`src/rtl/sad_accum.sv`:
```
// Sums N per-pixel SADs into a block SAD and tracks the window minimum; result is registered, valid the cycle after the Nth accept.
// Backpressure: a held result blocks input (in_rdy = ~clr & (~out_vld | out_rdy)); a drain and a new completion may share a cycle.
module sad_accum #(
    parameter int W    = 8,
    parameter int N    = 16,
    parameter int M    = 8,
    parameter int ACCW = W + 2 + $clog2(N),
    parameter int IDXW = $clog2(M)
) (
    input  logic            clk,
    input  logic            rst_n,
    input  logic            clr,
    input  logic            in_vld,
    output logic            in_rdy,
    input  logic [W+1:0]    in_sad,
    output logic            out_vld,
    input  logic            out_rdy,
    output logic [ACCW-1:0] out_blk_sad,
    output logic [IDXW-1:0] out_blk_idx,
    output logic [ACCW-1:0] out_best_sad,
    output logic [IDXW-1:0] out_best_idx,
    output logic            out_win_done
);

    localparam int CNTW = $clog2(N);
    localparam logic [CNTW-1:0] CNT_LAST = CNTW'(N - 1);
    localparam logic [IDXW-1:0] IDX_LAST = IDXW'(M - 1);

    logic [ACCW-1:0] acc;
    logic [CNTW-1:0] cnt;
    logic [IDXW-1:0] bidx;
    logic [ACCW-1:0] best_sad;
    logic [IDXW-1:0] best_idx;

    logic            accept;
    logic            blk_done;
    logic [ACCW-1:0] blk;
    logic            take_best;
    logic [ACCW-1:0] nxt_best_sad;
    logic [IDXW-1:0] nxt_best_idx;

    assign in_rdy   = ~clr & (~out_vld | out_rdy);
    assign accept   = in_vld & in_rdy;
    assign blk_done = accept & (cnt == CNT_LAST);
    assign blk      = acc + ACCW'(in_sad);

    // Strict compare keeps the earlier block on a tie; block 0 always seeds a new window.
    assign take_best    = (bidx == '0) | (blk < best_sad);
    assign nxt_best_sad = take_best ? blk  : best_sad;
    assign nxt_best_idx = take_best ? bidx : best_idx;

    always_ff @(posedge clk or negedge rst_n) begin
        if (!rst_n) begin
            acc          <= '0;
            cnt          <= '0;
            bidx         <= '0;
            best_sad     <= '0;
            best_idx     <= '0;
            out_vld      <= 1'b0;
            out_blk_sad  <= '0;
            out_blk_idx  <= '0;
            out_best_sad <= '0;
            out_best_idx <= '0;
            out_win_done <= 1'b0;
        end else if (clr) begin
            acc      <= '0;
            cnt      <= '0;
            bidx     <= '0;
            best_sad <= '0;
            best_idx <= '0;
            out_vld  <= 1'b0;
        end else begin
            if (blk_done) begin
                acc          <= '0;
                cnt          <= '0;
                bidx         <= (bidx == IDX_LAST) ? '0 : bidx + IDXW'(1);
                best_sad     <= nxt_best_sad;
                best_idx     <= nxt_best_idx;
                out_vld      <= 1'b1;
                out_blk_sad  <= blk;
                out_blk_idx  <= bidx;
                out_best_sad <= nxt_best_sad;
                out_best_idx <= nxt_best_idx;
                out_win_done <= (bidx == IDX_LAST);
            end else begin
                if (accept) begin
                    acc <= blk;
                    cnt <= cnt + CNTW'(1);
                end
                if (out_rdy) begin
                    out_vld <= 1'b0;
                end
            end
        end
    end

endmodule

```
`config.mk`:
```
export PLATFORM = sky130hd
export DESIGN_NAME = sad_accum
export DESIGN_NICKNAME = d
export VERILOG_FILES = /design/src/rtl/sad_accum.sv
export SDC_FILE = /design/constraint.sdc
export NUM_CORES = 1
export LEC_CHECK = 0
export CAP_MARGIN = 20
export CORE_ASPECT_RATIO = 1.1
export CORE_UTILIZATION = 40
export DETAILED_ROUTE_END_ITERATION = 8
export GPL_TIMING_DRIVEN = 0
export SLEW_MARGIN = 15
export SYNTH_ARGS = -nofsm -noshare
export SYNTH_HDL_FRONTEND = slang
export SYNTH_SLANG_ARGS = --single-unit
```
`constraint.sdc`:
```
create_clock -name clk -period 6.7 [get_ports clk]
set_input_delay 1.675 -clock clk [delete_from_list [all_inputs] [get_ports clk]]
set_output_delay 1.675 -clock clk [all_outputs]
set_load 0.05 [all_outputs]
```
==> impl_metrics.toml, run 1 <==
[floorplanning]
die_y_microns = 107
die_w_microns = 97.8
io_pins = 52
dieArea_sq_um = 10500
coreArea_sq_um = 9840
initial_core_util_pct = 41.0
fp-row-count = 38

[sta]
fmax_mhz = 182
rsz0062_at_grt = "no"
period_minus_slack_ps = 5500
slew_viol_final = 0
setup_violations = 0
hold_viol_final = 0
clock_skew_ps = 12.8
maxSlewHeadroom_pct = 52.3
tns_ps = 0
tightest_slew_ps = 710
final.period_utilization_pct = 82.1

[cts]
clk_pin_slew_ps = 70
root_buffer = "clkbuf_8"
numCtsBuffers = 9
cts_max_level = 3
cts_setup_buffers = 0
cts_max_path_buffers = 2
cts_hold_buf = 0
cts_tree = "yes"
cts_resized = 0
cts_sinks = 74
insertion_delay_ps = 350

[yosys]
synth-compound-area-share_pct = 19.4
ys_seq_elements = 74
yosys.area_share.adder_pct = 8.87
async_flop_share_pct = 100
syn_nets = 468
ys.flop_type = "dfrtp_1"
syn-cell-area_sq_um = 4030
yosysTopAreaCellShare_pct = 45.9
ys_types = 51
ys_seq_area_share_pct = 45.9
synth.avg_cell_area_sq_um = 9.49
ys_warn_count = 0
synth_top_family_by_area = "compound AO/OA/AOI/OAI gates"
synthCells = 425
synth-edff-count = 0
synth_largest_area_cell = "dfrtp_1"
synth_top_cells_by_area = "dfrtp_1 46%, nand2_1 8.8%, ha_1 8.4%, o21ai_0 3.2%, a21oi_1 2.6%"
yosys.area_share.simple_pct = 17.6
synth_mux_area_share_pct = 0.527
synth_xor_area_share_pct = 2.14

[outcome]
status = "finished, violations left"
violations = "design-rule violations"

[global_routing]
grt_pass1_wl_microns = 16800
grt_max_degree = 39
antenna_found_initial = 0
grt_overflow = 0
gr-usage-all-layers_pct = 20.7
grt_pass1_vias = 3282

[setup_path]
timing_worst_setup_path_type = "input port to flop"
endpoint_kind = "flop"
r2r_slack_ps = 2620
worstSetupStartpointType = "input port"
crit_start = "in_sad[0]"
crit_required_ps = 6940
worstPathArrival_ps = 5740
path_max_fanout = 10
r2r-start = "acc[0]"

[power_and_ir_drop]
leakage_nw = 2.20
power_mw = 1.15
powerDensity_nw_per_um2 = 234
vdd_ir_drop_max_uv = 117

[place]
numPortBuffers = 50
routabilityCongestion = 0.822
hpwlAfterDp_microns = 7440
place_area_sq_um = 4700

[cells_and_area]
stdcell_area_sq_um = 4910
drive_above_1_share_pct = 8.33
insertedDiodeCount = 0
nets = 530
areaGrowthSynthToFinish_pct = 21.6

[route]
post_drt_wl_per_cell_microns = 16.5
wl_microns = 10100
vias = 3314
drt_iter0_markers = 208
drcViolationCount = 8
dr.pass1.iters = 7
final_antenna_net_count = 0
viasPerCell = 5.42

[hold_path]
hold_class = "flop to flop"
worstHoldStart = "out_blk_idx[0]"

[flow_run]
max_cap_violations = 0
## Yosys cell counts, types with 2 or more instances
cell / number
nand4_1: 4
xnor2_1: 5
dfrtp_1: 74
a211oi_4: 2
nand3_1: 8
nor2_1: 14
a22o_1: 11
inv_1: 28
o21ai_1: 4
a21o_1: 5
ha_1: 27
nand2_1: 95
and2_1: 2
a311o_1: 2
a211oi_1: 3
xor2_1: 3
o21ai_0: 26
a21oi_1: 21
o21a_1: 2
a31oi_1: 3
nor2b_1: 2
o311ai_0: 12
a221oi_1: 2
o31ai_1: 12
buf_6: 6
nor3_1: 10
nand2b_1: 8
clkbuf_1: 11
## final timing paths
path / endpoint / cells past startpoint
setup / recovery: best_sad[12] / 17
hold / removal: out_blk_idx[0] / 2
setup reg to reg: best_sad[12] / 16
hold reg to reg: out_blk_idx[0] / 2
max in group asynchronous: out_best_sad[11] / 2
min in group asynchronous: out_best_sad[1] / 1
## sequential cells by signal (all words and copies together), names as in the netlist, 4 cells and up
name / count
acc: 14
best_sad: 14
cnt: 4
out_best_sad: 14
out_blk_sad: 14
## layout make-up
cell class                 instances  area, sq um
fill                             930         4940
multi-input combinational        304         1960
sequential                        74         1850
timing repair buffer              51          518
tap                              120          150
clock buffer                      10          138
buffer                            19          121
inverter                          28          105
clock inverter                     6         66.3
## through the flow
step	hold WS, ps	utilization, %	cells	setup slack [ps]
3_3_place_gp	465	47.6	595	916
3_5_place_dp	462	47.8	596	851
6_report	483	49.8	612	1200
5_1_grt	510	49.8	612	841
4_1_cts	488	49.8	612	1210
2_1_floorplan	454	-	425	2020
## report_power, final
group	total (mW)	switching, mW	internal [mW]
registers	0.477	0.0138	0.463
clock network	0.353	0.171	0.182
logic	0.317	0.196	0.121
total	1.15	0.381	0.766
## cell usage in the layout (no fill, tap or decap), types with 4 or more instances in the layout
cell type and n:
clkdlybuf4s50_1 49, nand4_1 4, xnor2_1 5, nor2_1 14, a21o_1 5, nand2b_1 8, clkbuf_1 11, nand2_1 95
nand3_1 8, dfrtp_1 74, clkbuf_8 10, a22o_1 11, a21oi_1 21, buf_6 6, o21ai_0 26, inv_1 28
o21ai_1 4, o311ai_0 12, ha_1 27, nor3_1 10, o31ai_1 12
## worst max-delay path: stages
cell             delay, ps
clkdlybuf4s50_1        470
ha_1                   200
inv_1                   70
fa_1                   390
nand2b_1               200
a21oi_1                280
nor3_2                 100
and4b_4                350
xor2_2                 270
ha_1                   300
nand2_1                 70
o21ai_0                120
a22o_1                 320
a21oi_2                300
buf_2                  310
a211oi_1               110
a21o_1                 180
## layer usage
layer	global-route usage, %	up-vias	wire [microns]
met5	0	-	0
met4	6.17	0	111
met3	2.99	10	359
met2	34.5	80	4720
met1	27.9	1603	4890
li1	-	1621	-
## cells by family (layout without fill, tap and decap cells)
logic type,count (synthesis),in the layout
xor gates and xnor gates,9,9
adders and majority gates,28,28
DFF,74,74
muxes,2,2
and+or+nand+nor,153,153
buffers and inverters,47,114
AOI/OAI and AO/OA,112,112
Note: power is estimated with default switching activity, not from simulation.
==> run 2, diff against run 1 <==
==> constraint.sdc (replaced) <==
create_clock -name clk -period 5.41 [get_ports clk]
set_input_delay 1.3525 -clock clk [delete_from_list [all_inputs] [get_ports clk]]
set_output_delay 1.3525 -clock clk [all_outputs]
set_load 0.05 [all_outputs]
==> run 2 against run 1 <==
Against the previous run: the run still ends with design-rule violations left; sequential cell count unchanged; combinational power up 25%; clock skew about the same; worst hold slack about the same; routed wire length up 0.67%; non-clock buffer count unchanged; worst setup slack worse by 910 ps; cell area up 0.20%; critical path type unchanged; critical endpoint unchanged; largest power group unchanged; highest routed layer unchanged.
==> impl_metrics.toml, run 2 (synthesis gave the netlist of run 1 again) <==
[global_routing]
met3_usage_pct = 2.99
antenna_found_initial = 0
grt_overflow = 0
gr-usage-met1_pct = 27.9
top_usage_layer = "met2"
gr-usage-all-layers_pct = 20.7
grt_pass1_wl_microns = 16800
grt_pass1_vias = 3282
grt_max_degree = 39
met2_usage_pct = 34.5

[setup_path]
worstPathArrival_ps = 5360
endpoint_kind = "flop"
crit_required_ps = 5650
path_max_fanout = 10
worstSetupStartpointType = "input port"
timing_worst_setup_path_type = "input port to flop"
rr_worst_depth = 16

[sta]
clock_skew_ps = 12.3
period_minus_slack_ps = 5120
rsz0062_at_grt = "no"
maxSlewHeadroom_pct = 52.5
tightest_slew_ps = 706
setup_violations = 0
fin_ws_ps = 290
slew_viol_final = 0
hold_viol_final = 0
fmax_mhz = 195
final.period_utilization_pct = 94.6

[power_and_ir_drop]
leakage_nw = 2.20
power_mw = 1.42
powerDensity_nw_per_um2 = 290
vdd_ir_drop_max_uv = 144

[floorplanning]
coreArea_sq_um = 9840
dieArea_sq_um = 10500
die_y_microns = 107
io_pins = 52
fp-row-count = 38
die_w_microns = 97.8
initial_core_util_pct = 41.0

[cells_and_area]
fill_cells = 929
areaGrowthSynthToFinish_pct = 21.9
fin_cells = 612
drive_above_1_share_pct = 8.33
insertedDiodeCount = 0
layout_commonest_cell = "nand2_1"
mostFrequentLayoutCells = "95 x nand2_1, 74 x dfrtp_1, 49 x clkdlybuf4s50_1, 28 x inv_1, 27 x ha_1"
nets = 530

[route]
dr.pass1.iters = 6
vias = 3324
wl_microns = 10100
drcViolationCount = 8
post_drt_wl_per_cell_microns = 16.6
final_antenna_net_count = 0
viasPerCell = 5.43
drt_iter0_markers = 184

[cts]
cts_hold_buf = 0
root_buffer = "clkbuf_8"
cts_tree = "yes"
cts_resized = 0
cts_max_level = 3
numCtsBuffers = 9
insertion_delay_ps = 350
cts_setup_buffers = 0
cts_sinks = 74
clk_pin_slew_ps = 70
cts_max_path_buffers = 2

[place]
numPortBuffers = 50
dp.cells = 596
hpwlAfterDp_microns = 7440
routabilityCongestion = 0.822
pre_cts_ws_ps = -117

[hold_path]
hold_class = "flop to flop"
min_path_cells = 2

[flow_run]
max_cap_violations = 0

[outcome]
status = "finished, violations left"
violations = "design-rule violations"
[run 2: cell types whose count changed in the layout (fill, tap and decap cells not counted), sizes merged]
cell    previous run  this run
buf               10         9
clkbuf            21        22
[run 2: path summary, 6_finish.rpt]
kind	from	to	slack [ps]
setup / recovery	in_sad[0]	best_sad[12]	290
setup reg to reg	acc[0]	best_sad[12]	1380
hold reg to reg	out_blk_idx[0]	out_blk_idx[0]	480
max in group asynchronous	rst_n	out_best_sad[11]	3880
min in group asynchronous	rst_n	out_best_sad[1]	950
hold / removal	out_blk_idx[0]	out_blk_idx[0]	480
[run 2: where the power goes]
group | leakage, nW | internal [mW] | switching (mW)
clock | 0.0945 | 0.225 | 0.213
sequential | 1.02 | 0.574 | 0.0169
combinational | 1.09 | 0.150 | 0.245
[run 2: metrics by stage]
stage | utilization [%] | setup TNS [ps] | hold WS (ps) | area (sq um)
global route | 49.9 | 0 | 510 | 4920
detailed placement | 47.8 | -440 | 462 | 4700
CTS | 49.8 | 0 | 488 | 4910
finish | 49.9 | 0 | 483 | 4920
global placement | 47.6 | -51.5 | 465 | 4680
floorplan | - | 0 | 454 | 4030
[run 2: layer usage]
metal / wire, microns / part of all wire [%]
met5: 0 / 0
met4: 68 / 0.67
met3: 267 / 2.6
met2: 4800 / 47
met1: 5010 / 49
[run 2: layout make-up]
type | instances | area [sq um] | share of cell area (%)
Buffer | 19 | 124 | 2.52
Clock inverter | 6 | 66.3 | 1.35
Tap cell | 120 | 150 | 3.05
Clock buffer | 10 | 138 | 2.80
Inverter | 28 | 105 | 2.14
Multi-Input combinational cell | 304 | 1960 | 39.9
Timing Repair Buffer | 51 | 518 | 10.5
Sequential cell | 74 | 1850 | 37.7
[run 2: critical path, stage by stage]
cell             delay [ps]
clkdlybuf4s50_1         470
ha_1                    200
inv_1                    70
fa_1                    390
nand2b_1                200
a21oi_1                 280
nor3_2                  110
and4b_4                 350
xor2_2                  290
ha_1                    310
nand2_1                  70
o21ai_0                 130
a22o_1                  340
a21oi_4                 240
clkbuf_4                280
a211oi_1                 90
a21o_1                  180
==> run 3, diff against run 2 <==
--- a/config.mk
+++ b/config.mk
@@ -8,6 +8,7 @@
 export CAP_MARGIN = 20
 export CORE_ASPECT_RATIO = 1.1
 export CORE_UTILIZATION = 40
+export CTS_CLUSTER_DIAMETER = 100
 export DETAILED_ROUTE_END_ITERATION = 8
 export GPL_TIMING_DRIVEN = 0
 export SLEW_MARGIN = 15
==> constraint.sdc (replaced) <==
create_clock -name clk -period 6.04 [get_ports clk]
set_input_delay 1.51 -clock clk [delete_from_list [all_inputs] [get_ports clk]]
set_output_delay 1.51 -clock clk [all_outputs]
set_load 0.05 [all_outputs]
==> results of run 3 <==
The final DEF is identical to that of run 1. Status: finished, violations left: design-rule violations.
Main changes from that run: setup slack after placement 851 ps -> 356 ps; setup slack after layout 1200 ps -> 706 ps; register-to-register setup slack 2620 ps -> 1960 ps; total power 1.15 mW -> 1.27 mW; worst IR drop on VDD 117 uV -> 129 uV
==> RTL edit 1: new RTL, config.mk and constraints of run 2 <==
Make the reset (`rst_n`) synchronous in one clocked block.
--- a/src/rtl/sad_accum.sv
+++ b/src/rtl/sad_accum.sv
@@ -51,3 +51,3 @@
 
-    always_ff @(posedge clk or negedge rst_n) begin
+    always_ff @(posedge clk) begin
         if (!rst_n) begin
Function: same outputs for any inputs over 10 cycles, from zero or initial values and one cycle with rst_n low; that may be too few to reach the edited logic, so the function may still have changed.
==> RTL edit 1 against run 2 <==
Final area fell by 5.3%; sequential cell count did not move; critical path type unchanged; largest cell class unchanged; synthesized area fell by 6.1%; wire length barely moved; non-clock buffer count rose by 5; worst setup slack got worse by 25 ps.
Power is not compared: it rests on default switching activity, and its combinational part moved more than twofold at a synthesized area within 25%.
==> RTL edit 1: results (changes against run 2) <==
.. list-table::
   :header-rows: 1

   * - Metric
     - Value
   * - Outcome
     - finished, final reports clean
   * - Port buffer count
     - 51 (+2.0%)
   * - Avg Inst Size Synth
     - 8.31 um2 (-12%)
   * - Vias post-DR
     - 3475 (+4.5%)
   * - Hold Path Class
     - reg -> reg
   * - Worst slack at placement
     - -475 ps (-359 ps)
   * - Largest net degree at the start of global routing
     - 13 (-67%)
   * - Number of nets in the layout
     - 561 (+5.8%)
   * - Seq/Total Area, Yosys
     - 39.1% (-6.8 points)
   * - Count of different cell masters after synthesis
     - 55 (+7.8%)
   * - Detailed Place HPWL
     - 7550 um (+1.5%)
   * - Number of global-route vias before repair
     - 3364 (+2.5%)
   * - Root Buffer Master
     - sky130_fd_sc_hd__clkbuf_8
   * - Top area cells in the synthesized netlist
     - sky130_fd_sc_hd__dfxtp_1 39%, sky130_fd_sc_hd__ha_1 8.9%, sky130_fd_sc_hd__nand2_1 6.6%
   * - Leakage power summed over all cells
     - 1.70 nW
   * - Maximum buffer depth of the clock tree
     - 2 (unchanged)
   * - Cell area after placement
     - 4440 um2 (-5.6%)
   * - Multiplexer area fraction after synthesis
     - 0.264% (-0.26 points)
   * - Antenna violations before repair
     - 0 (unchanged)
   * - Worst Clk Skew
     - 16.0 ps (+3.72 ps)
   * - Synthesized-area fraction occupied by adder cells
     - 9.45% (+0.58 points)
   * - Global-route wire length before repair
     - 16600 um (-0.91%)
   * - Proportion of synthesized flip-flops having asynchronous set or reset
     - 0% (-100 points)
   * - Fraction of layout instances using a drive strength above 1
     - 8.62% (+0.29 points)
   * - Worst path arrival time
     - 5420 ps (+60 ps)
   * - Number of iterations in the first detailed-routing pass
     - 4 (-2)
   * - Most common library cells after synthesis
     - 74 x sky130_fd_sc_hd__dfxtp_1, 67 x sky130_fd_sc_hd__nand2_1, 38 x sky130_fd_sc_hd__a21oi_1
   * - Complex-gate fraction of the synthesized area
     - 23.5% (+4.1 points)
   * - Number of cells after detailed placement
     - 621 (+4.2%)
   * - Average detailed-routed wire length per instance
     - 16.0 um (-3.8%)
   * - Routability congestion estimate
     - 0.851 (+3.5%)
   * - Synthesized-area fraction occupied by xor and xnor cells
     - 3.67% (+1.5 points)
   * - Global routing usage summed across all routing layers
     - 22.1% (+1.4 points)
   * - Mapped Nets
     - 499 (+6.6%)
   * - Total of fill cells in the finished design
     - 887 (-4.5%)
   * - Drt initial violations
     - 110 (-40%)
   * - Transition time at the pin with the least slew margin
     - 721 ps (+14.3 ps)
   * - Vias per cell
     - 5.46 (+0.60%)
RTL edit 1: worst paths after layout:
kind	startpoint	endpoint	slack, ps	cells after the start
setup / recovery	in_sad[0]	out_best_sad[13]	270	18
hold / removal	out_blk_idx[1]	out_blk_idx[1]	460	2
setup reg to reg	acc[0]	out_best_sad[13]	1380	17
hold reg to reg	out_blk_idx[1]	out_blk_idx[1]	460	2
RTL edit 1: where the power goes:
group,leakage [nW],switching [W],internal (W),total [W]
clock network,0.0879,0.000212,0.000175,0.000387
registers,0.597,0.00000215,0.000547,0.000549
logic,1.02,0.0000746,0.0000431,0.000118
total,1.70,0.000289,0.000765,0.00105
RTL edit 1: cell type report:
type,count,area [um2],area share (%)
Clock buffer,10,138,2.96
Tap cell,114,143,3.07
Inverter,32,120,2.58
Sequential cell,74,1480,31.8
Multi-Input combinational cell,326,2110,45.4
Clock inverter,5,31.3,0.672
Buffer,24,119,2.55
Timing Repair Buffer,51,510,11.0
RTL edit 1: routing by layer:
layer | routed length [um] | part of all wire (%) | GRT usage [%]
met1 | 4550 | 45 | 28.2
met2 | 4870 | 48 | 36.2
met3 | 518 | 5.1 | 4.09
met4 | 204 | 2.0 | 8.55
met5 | 0 | 0 | 0
RTL edit 1: worst min-delay path, stage by stage (launching register included):
cell and delay [ps]:
sky130_fd_sc_hd__dfxtp_1 320, sky130_fd_sc_hd__nand2_1 50, sky130_fd_sc_hd__a21oi_1 50
RTL edit 1: repair_timing:
| action | 4_1_cts | 5_1_grt |
|---|---|---|
| endpoints found under the hold margin | 0 | 0 |
| setup endpoints to repair | 10 | 19 |
| cloned | 0 | 0 |
| resized for setup | 1 | 6 |
| pin swaps | 0 | 0 |
==> RTL edit 2: new RTL, flow settings as in run 2 <==
Without the edit above. Set the parameter `W` to 6 (it was 8).
--- a/src/rtl/sad_accum.sv
+++ b/src/rtl/sad_accum.sv
@@ -3,3 +3,3 @@
 module sad_accum #(
-    parameter int W    = 8,
+    parameter int W    = 6,
     parameter int N    = 16,
Interface: changed (resized in_sad, out_best_sad and out_blk_sad); port bits go from 52 to 46. No check against the original RTL was run, so the function may have changed too.
==> RTL edit 2 against run 2 <==
Worst setup slack got worse by 25 ps; count of clock-buffer cells in the layout increased by 3; final area fell by 14%; die area decreased by 14%; register-to-register slack got worse by 30 ps; sequential power fell by 12%; core utilization is 0.84 points higher; critical path depth is 1 lower; wire length down 23%; total power down 16%; highest routed layer unchanged; via count shrank 20%; synthesized area is 14% lower; sequential cell count decreased by 8.
==> RTL edit 2: results (changes against run 2) <==
.. list-table::
   :header-rows: 1

   * - Metric
     - Value
   * - Number of iterations in the first detailed-routing pass
     - 4 (-2)
   * - Global-route wire length before repair
     - 13300 um (-21%)
   * - Power consumed by the clock network
     - 0.000356 W (-19%)
   * - Complex-gate fraction of the synthesized area
     - 19.5% (+0.11 points)
   * - Outcome
     - finished, final reports clean
   * - CP Max Fanout
     - 5 (-5)
   * - Worst Clk Skew
     - 5.23 ps (-7.08 ps)
   * - Count of inverters other than clock inverters in the layout
     - 20 (-29%)
   * - Hold Path End
     - out_win_done
   * - Cell area after placement
     - 4050 um2 (-14%)
   * - Buffers excl. clock
     - 62 (-11%)
   * - Post-Syn Instances
     - 346 (-19%)
   * - Mapped Nets
     - 383 (-18%)
   * - Drt initial violations
     - 49 (-73%)
   * - Number of cells after detailed placement
     - 502 (-16%)
   * - Start point of the worst hold path
     - out_win_done
   * - P_seq
     - 0.000523 W (-12%)
   * - Fraction of layout instances using a drive strength above 1
     - 8.13% (-0.21 points)
   * - Final-layout clock buffer total
     - 13 (+3)
   * - Multi-input combinational cell count
     - 245 (-19%)
   * - Routability congestion estimate
     - 0.842 (+2.4%)
   * - Largest net degree at the start of global routing
     - 40 (+2.6%)
   * - Total of fill cells in the finished design
     - 788 (-15%)
   * - Number of nets in the layout
     - 441 (-17%)
   * - Detailed Place HPWL
     - 5780 um (-22%)
   * - Reg2Reg Capture Point
     - best_sad[7]
   * - Number of global-route vias before repair
     - 2656 (-19%)
   * - Top area cells in the synthesized netlist
     - sky130_fd_sc_hd__dfrtp_1 48%, sky130_fd_sc_hd__ha_1 8.3%, sky130_fd_sc_hd__nand2_1 7.9%
   * - Vias per cell
     - 5.14 (-5.3%)
   * - Area used by multi-input combinational logic
     - 1680 um2 (-14%)
   * - Multiplexer area fraction after synthesis
     - 2.32% (+1.8 points)
   * - Depth of the worst register-to-register path
     - 15 (-1)
   * - Worst vdd rail ir drop
     - 129 uV (-11%)
   * - Worst slack at placement
     - -240 ps (-124 ps)
   * - Buffering overhead
     - 12.8% (-0.27 points)
   * - Port buffer count
     - 44 (-12%)
   * - Total clock sinks
     - 66 (-11%)
-- RTL edit 2: cell types whose count changed in the layout (fill, tap and decap cells not counted), sizes merged, moves of 4 or more --
cell / before / now
o21ai: 30 / 22
clkdlybuf4s50: 49 / 43
nor3: 12 / 4
a22o: 12 / 7
mux2i: 1 / 8
a21oi: 22 / 14
dfrtp: 74 / 66
o311ai: 12 / 7
inv: 28 / 20
nand2: 95 / 73
ha: 27 / 23
-- RTL edit 2: metrics by stage --
| stage | TNS [ps] | hold slack [ps] |
|---|---|---|
| final | 0 | 474 |
| after global routing | 0 | 498 |
| after CTS | 0 | 483 |
| after detailed placement | -4320 | 462 |
| after global placement | -3450 | 463 |
| after floorplan | 0 | 454 |
-- RTL edit 2: routing by layer --
metal / vias up / GRT usage (%) / share of wire [%]
met2: 44 / 31.9 / 47
met1: 1277 / 25.2 / 48
met5: - / 0 / 0
met4: 0 / 6.33 / 1.2
met3: 9 / 3.90 / 3.6
li1: 1329 / - / -
